## config.mk

```make
export PLATFORM = sky130hd
export DESIGN_NAME = usb_tx_nrzi_encoder
export DESIGN_NICKNAME = d
export VERILOG_FILES = /design/src/rtl/usb_tx_nrzi_encoder.sv
export SDC_FILE = /design/constraint.sdc
export NUM_CORES = 1
export LEC_CHECK = 0
export BUFFER_PORTS_ARGS = -buffer_cell sky130_fd_sc_hd__buf_2
export CORE_UTILIZATION = 54
export DETAILED_ROUTE_END_ITERATION = 8
export GPL_ROUTABILITY_DRIVEN = 0
export PLACE_DENSITY = 0.75
export SLEW_MARGIN = 20
export SYNTH_ARGS = -nofsm -noshare
export SYNTH_HDL_FRONTEND = slang
export SYNTH_SLANG_ARGS = --single-unit
```

## constraint.sdc

```tcl
create_clock -name clk -period 1.86 [get_ports clk]
set_input_delay 0.372 -clock clk [delete_from_list [all_inputs] [get_ports clk]]
set_output_delay 0.372 -clock clk [all_outputs]
set_load 0.01 [all_outputs]
```

## src/rtl/usb_tx_nrzi_encoder.sv

```systemverilog
// USB TX line encoder: NRZI with bit stuffing and SE0/SE0/J end-of-packet; line updates on the bit_strobe edge, 1 clk after serial_in.
// Backpressure: shift_stall is held for the stuff bit so the bit timer freezes the upstream shift register.
module usb_tx_nrzi_encoder (
    input  logic clk,
    input  logic n_rst,
    input  logic bit_strobe,
    input  logic tx_active,
    input  logic serial_in,
    input  logic eop_start,
    output logic dplus_out,
    output logic dminus_out,
    output logic shift_stall,
    output logic eop_done
);

    typedef enum logic [2:0] {
        IDLE     = 3'd0,
        ACTIVE   = 3'd1,
        STUFF    = 3'd2,
        EOP_SE0A = 3'd3,
        EOP_SE0B = 3'd4,
        EOP_J    = 3'd5
    } state_t;

    state_t     state, state_nxt;
    logic       level, level_nxt;
    logic [2:0] ones_cnt, ones_cnt_nxt;
    logic       eop_pending, eop_pending_nxt;
    logic       dplus_nxt, dminus_nxt, shift_stall_nxt, eop_done_nxt;
    logic       enc_level;
    logic [2:0] enc_ones;
    logic       line_se0;

    always_comb begin
        enc_level = serial_in ? level : ~level;
        enc_ones  = serial_in ? ones_cnt + 3'd1 : 3'd0;
        line_se0  = ~dplus_out & ~dminus_out;
    end

    always_comb begin
        state_nxt       = state;
        level_nxt       = level;
        ones_cnt_nxt    = ones_cnt;
        eop_pending_nxt = eop_pending;
        dplus_nxt       = dplus_out;
        dminus_nxt      = dminus_out;
        shift_stall_nxt = shift_stall;
        eop_done_nxt    = 1'b0;

        if (eop_start && (state == IDLE || state == ACTIVE || state == STUFF))
            eop_pending_nxt = 1'b1;

        if (bit_strobe) begin
            case (state)
                IDLE, ACTIVE: begin
                    if (eop_pending) begin
                        state_nxt       = EOP_SE0A;
                        eop_pending_nxt = 1'b0;
                        dplus_nxt       = 1'b0;
                        dminus_nxt      = 1'b0;
                    end else if (state == ACTIVE || tx_active) begin
                        level_nxt       = enc_level;
                        ones_cnt_nxt    = enc_ones;
                        dplus_nxt       = enc_level;
                        dminus_nxt      = ~enc_level;
                        shift_stall_nxt = (enc_ones == 3'd6);
                        state_nxt       = (enc_ones == 3'd6) ? STUFF : ACTIVE;
                    end
                end
                STUFF: begin
                    level_nxt       = ~level;
                    ones_cnt_nxt    = 3'd0;
                    dplus_nxt       = ~level;
                    dminus_nxt      = level;
                    shift_stall_nxt = 1'b0;
                    if (eop_pending) begin
                        state_nxt       = EOP_SE0A;
                        eop_pending_nxt = 1'b0;
                    end else begin
                        state_nxt = ACTIVE;
                    end
                end
                EOP_SE0A: begin
                    // Arriving from STUFF the line still carries the stuff bit, so the
                    // first SE0 period starts here and SE0A is held one more strobe.
                    dplus_nxt  = 1'b0;
                    dminus_nxt = 1'b0;
                    if (line_se0)
                        state_nxt = EOP_SE0B;
                end
                EOP_SE0B: begin
                    level_nxt  = 1'b1;
                    dplus_nxt  = 1'b1;
                    dminus_nxt = 1'b0;
                    state_nxt  = EOP_J;
                end
                EOP_J: begin
                    ones_cnt_nxt = 3'd0;
                    eop_done_nxt = 1'b1;
                    state_nxt    = IDLE;
                end
                default: begin
                    state_nxt = IDLE;
                end
            endcase
        end
    end

    always_ff @(posedge clk) begin
        if (!n_rst) begin
            state       <= IDLE;
            level       <= 1'b1;
            ones_cnt    <= 3'd0;
            eop_pending <= 1'b0;
            dplus_out   <= 1'b1;
            dminus_out  <= 1'b0;
            shift_stall <= 1'b0;
            eop_done    <= 1'b0;
        end else begin
            state       <= state_nxt;
            level       <= level_nxt;
            ones_cnt    <= ones_cnt_nxt;
            eop_pending <= eop_pending_nxt;
            dplus_out   <= dplus_nxt;
            dminus_out  <= dminus_nxt;
            shift_stall <= shift_stall_nxt;
            eop_done    <= eop_done_nxt;
        end
    end

endmodule
```

# Yosys cells after proc, flatten, opt, wreduce, memory -nomap -nowiden
# Cells that the tools add are included.
# Widths: inputs -> output; s select.
# word_totals
regBits	12
elab_cells	72
# op_classes
add_sub_neg	1
n_eq_ne	10
n_mux	27
bitwise_logic	5
n_reduce_logical	21
# ops
operator	count
$mux 3	6
$mux 1	13
$pmux 3 s4	1
$reduce_and 4->1	3
$eq 3x3->1 const B	3
$reduce_and 3->1	3
$eq 3x2->1 const B	2
$ne 2x2->1 const B	3
$pmux 1 s3	2
$pmux 3 s2	1
$reduce_bool 3->1	2
$reduce_or 2->1	3
$mux 2	2
$not 1->1	4
$pmux 1 s4	1
$reduce_bool 2->1	2
$reduce_bool 4->1	1
$add 3x1->3 const B	1
$eq 3x1->1 const B	1
$logic_not 3->1	1
$logic_or 1x1->1	3
$ne 3x3->1 const B	1
$reduce_or 3->1	1
$pmux 1 s2	1
3 further kinds	3

# Longest topological paths before layout
# depth
ltp_word	8
depth_mapped	5
depth_no_buf	5

# Least setup slack after synthesis
# Ideal clock, no wire load.
# synth_timing
kind	reg-to-reg
start	register ones_cnt[0]
end	register shift_stall
setup_time_ps	70
arrival_time_ps	1415
slack_ps	375
path_stages_with_launch	6
cell_sequence	dfxtp_1 -> ha_1 -> xor2_1 -> nand4_1 -> or4_1 -> a21oi_1
# synth_via
elab_chain_len	6
# synth_lines
item	line_no	rtl
start, declared	27	logic [2:0] ones_cnt, ones_cnt_nxt;
start signal, assigned	122	ones_cnt <= ones_cnt_nxt;
$add 3x1->3	36	enc_ones = serial_in ? ones_cnt + 3'd1 : 3'd0;
$mux 3	36	
$eq 3x3->1	66	shift_stall_nxt = (enc_ones == 3'd6);
$mux 1	61	end else if (state == ACTIVE || tx_active) begin
$mux 1	56	if (eop_pending) begin
$pmux 1 s2	54	case (state)
end signal, assigned	126	shift_stall <= shift_stall_nxt;
end, declared	12	output logic shift_stall,
# Every way passes these cells. The select of a mux whose other input is x is not followed.
# A chain may end at the register's enable or synchronous reset.

# Worst setup path in the final report
# layout_timing
start	register state[2]
end	register ones_cnt[0]
# layout_via
elab_chain_len	4
word_cells_on_any_way	12
classes_between	eq/ne: 5; mux: 1; reduce/logical: 6
# layout_lines
item	line_no	rtl
start, declared	25	state_t state, state_nxt;
start signal, assigned	120	state <= state_nxt;
$eq 3x1->1, or another cell as far along	54, 61	
$reduce_or 2->1, or another cell as far along	54	
$ne 2x2->1 (no source line) or $reduce_bool 2->1 (tied branches)	n/a	
$reduce_and 4->1 (no source line)	n/a	
# Parallel ways exist; a longest one is shown, timed or not.

==> flow_summary_export.csv <==
group,metric,value,unit
floorplan,core_area,1301,um2
job,cap_violations,0,
timing,finalClockSkew,2.900,ps
timing,fin_tns_setup,0,ps
logic_synthesis,postSynth.asyncResetShare,0,%
timing,tightest_slew,505.3,ps
critical_path,required,2060,ps
grt,grt_pass1_vias,580,
floorplan,dieArea,1553,um2
worst_hold_path,hp-class,"in2reg",
final_layout,final_cells,113,
final_layout,nets,107,
critical_path,crit_chain,"nor3b_2 -> nor3b_2 -> or4b_1 -> a21oi_1",
timing,timing.fmax,577.1,MHz
critical_path,slowest_delay,640,ps
logic_synthesis,netlist_area,755.7,um2
route,route.met3.wl,78,um
floorplan,fp.dieW,39.41,um
grt,grt_max_degree,16,
final_layout,drive_gt1_share,21.43,%
route,drtAntennaViolNets,0,
place,io_buffer_count,9,
grt,grt_first_pass_wirelength,2.642,mm
timing,fin_ws,127.3,ps
floorplan,fp.dieH,39.41,um
final_layout,final_core_util,63.85,%
logic_synthesis,synth_seq_cells,12,
final_layout,synthToLayoutAreaGrowth,9.934,%
critical_path,crit_path_end_kind,"register",
timing,final_hold_viol_count,0,
route,wl,1.744,mm
critical_path,crit_type,"reg2reg",
grt,grt_antenna_before_repair,0,
cts,clk_path_buf_depth,2,
grt,track_usage,25.59,%
logic_synthesis,yosys_most_used_dff,"dfxtp_1",
grt,grt_remaining_overflow,0,
cts,clk_latency,270,ps
logic_synthesis,synthesis.nets,96,
logic_synthesis,synth_edf_count,0,
place,dp_cells,110,
route,route.met2.wl,809,um
timing,period_needed,1733,ps
timing,fin_crit_sh,93.16,%
route,met1Wirelength,838,um
floorplan,start_util,58.08,%
route,wl_per_cell,15.43,um
critical_path,critPathLaunchType,"register",
logic_synthesis,synthCells,89,
route,drc,0,
cts,clock-root-buffer,"clkbuf_4",
final_layout,num_antenna_cells,0,
power_and_ir_drop,p_per_area,673.5,nW/um2
cts,cts_buffers,3,
critical_path,cp_slowest_cell,"dfxtp_1",
critical_path,arrival,1940,ps
place,placed_area,798.3,um2
cts,ctsHtreeMaxLevel,1,
critical_path,crit_top_cell,"nor3b_2",
power_and_ir_drop,p_leak,0.3305,nW
timing,setup_violations,0,
critical_path,crit_fanout,15,
critical_path,critPathTopFamily,"simple AND/OR/NAND/NOR gates",
place,dpl.hpwl,1.203,mm
place,place_ws,123.4,ps
critical_path,path_buf_inv,0,
floorplan,fp-row-count,13,
power_and_ir_drop,irDropWorstVdd,508.2,uV
timing,slew_viol_final,0,
logic_synthesis,ys_seq_area_share,31.79,%
cts,postCtsHoldBufs,0,
cts,clock_sinks,12,
timing,grt_setup_unrepaired,"false",
timing,relSlewSlack,66.27,%
run_status,outcome,"complete, no violations",
floorplan,num_io_pins,10,
final_layout,design_area,830.8,um2
cts,cts_tree,"yes",
route,num_vias,717,
logic_synthesis,syn_avg_cell_area,8.491,um2
cts,clk_pin_slew_worst_paths,70,ps
route,highest_layer,"met4",
route,viasPerCell,6.345,
logic_synthesis,yosysUniqueCellTypes,41,
route,drtIter0Drc,19,
logic_synthesis,yosys_warnings,0,
route,first_pass_iters,4,
critical_path,r2r_slack,130,ps
per-stage QoR:
stage / hold WS [ps] / total power, mW
final: 348.8 / 0.5595
after CTS: 343.4 / 0.5586
after global routing: 360.3 / 0.5859
after detailed placement: 460.6 / 0.4008
after floorplan: 453.3 / 0.3720
after global placement: 457.0 / 0.3984
path summary, 6_finish.rpt:
| path | startpoint | to | cells after the start |
|---|---|---|---|
| min | eop_start | eop_pending | 3 |
| max reg2reg | state[2] | ones_cnt[0] | 4 |
| min reg2reg | dplus_out | dplus_out | 1 |
| max | state[2] | ones_cnt[0] | 4 |
cell usage in the layout (no fill, tap or decap), types with 2 or more instances in the layout:
| cell type | count |
|---|---|
| buf_2 | 9 |
| nand2_1 | 6 |
| nor4b_1 | 2 |
| or2_2 | 2 |
| nor3b_2 | 2 |
| o21ai_0 | 9 |
| nor2b_1 | 3 |
| clkbuf_4 | 3 |
| inv_1 | 2 |
| a21o_1 | 2 |
| a21oi_1 | 6 |
| dfxtp_1 | 12 |
| a311oi_1 | 2 |
| nand4_1 | 2 |
| nand4b_1 | 2 |
| o31ai_1 | 2 |
| nor2_1 | 6 |
| nand2b_1 | 2 |
| nor3_1 | 2 |
area by class of cell:
type | instances | area [um2]
tap | 15 | 18.77
clock buffer | 3 | 22.52
sequential | 12 | 240.2
multi-input combinational | 71 | 489.2
inverter | 2 | 7.507
timing repair buffer | 10 | 52.55
fill | 117 | 470.5
what timing repair did:
item | 4_1_cts | 5_1_grt
setup endpoints to repair | 0 | 2
setup buffers | 0 | 0
resized for setup | 0 | 1
sequential cells by signal, summed over array words and instances (netlist names):
name and flops:
dminus_out 1, shift_stall 1, dplus_out 1, ones_cnt 3, eop_done 1, state 3, level 1, eop_pending 1
synth_stat cells, types with 2 or more instances:
cell type	number	area, um2
nor4b_1	2	17.52
a21o_1	2	15.01
nand2_1	6	22.52
nor2_1	6	22.52
a21oi_1	6	30.03
or2_2	2	12.51
nand2b_1	2	12.51
dfxtp_1	12	240.2
o21ai_0	9	45.04
buf_2	2	10.01
a311oi_1	2	17.52
nor3b_2	2	25.02
inv_1	2	7.510
nor2b_1	3	18.77
nand4_1	2	12.51
o31ai_1	2	15.01
nand4b_1	2	17.52
nor3_1	2	10.01
tightest hold or removal path, stage by stage:
cell and delay [ps]:
buf_2 70, a31oi_1 60, nor2_1 70
per-layer routing:
| layer | track usage (%) | vias up |
|---|---|---|
| li1 | - | 354 |
| met1 | 34.93 | 340 |
| met2 | 38.52 | 21 |
| met3 | 5.114 | 2 |
| met4 | 10.34 | 0 |
| met5 | 0 | - |
kinds of logic after synthesis:
group / share of synthesized area (%)
buffers and inverters: 4.802
DFF: 31.79
AOI/OAI and AO/OA: 26.33
xor gates and xnor gates: 2.318
adders and majority gates: 1.655
and+or+nand+nor: 33.11
power breakdown:
group | switching (mW) | total, mW | internal (mW)
combinational | 0.0602 | 0.111 | 0.0507
clock | 0.0836 | 0.158 | 0.0748
sequential | 0.0204 | 0.290 | 0.270
total | 0.164 | 0.560 | 0.395
Note: power is estimated with default switching activity, not from simulation.
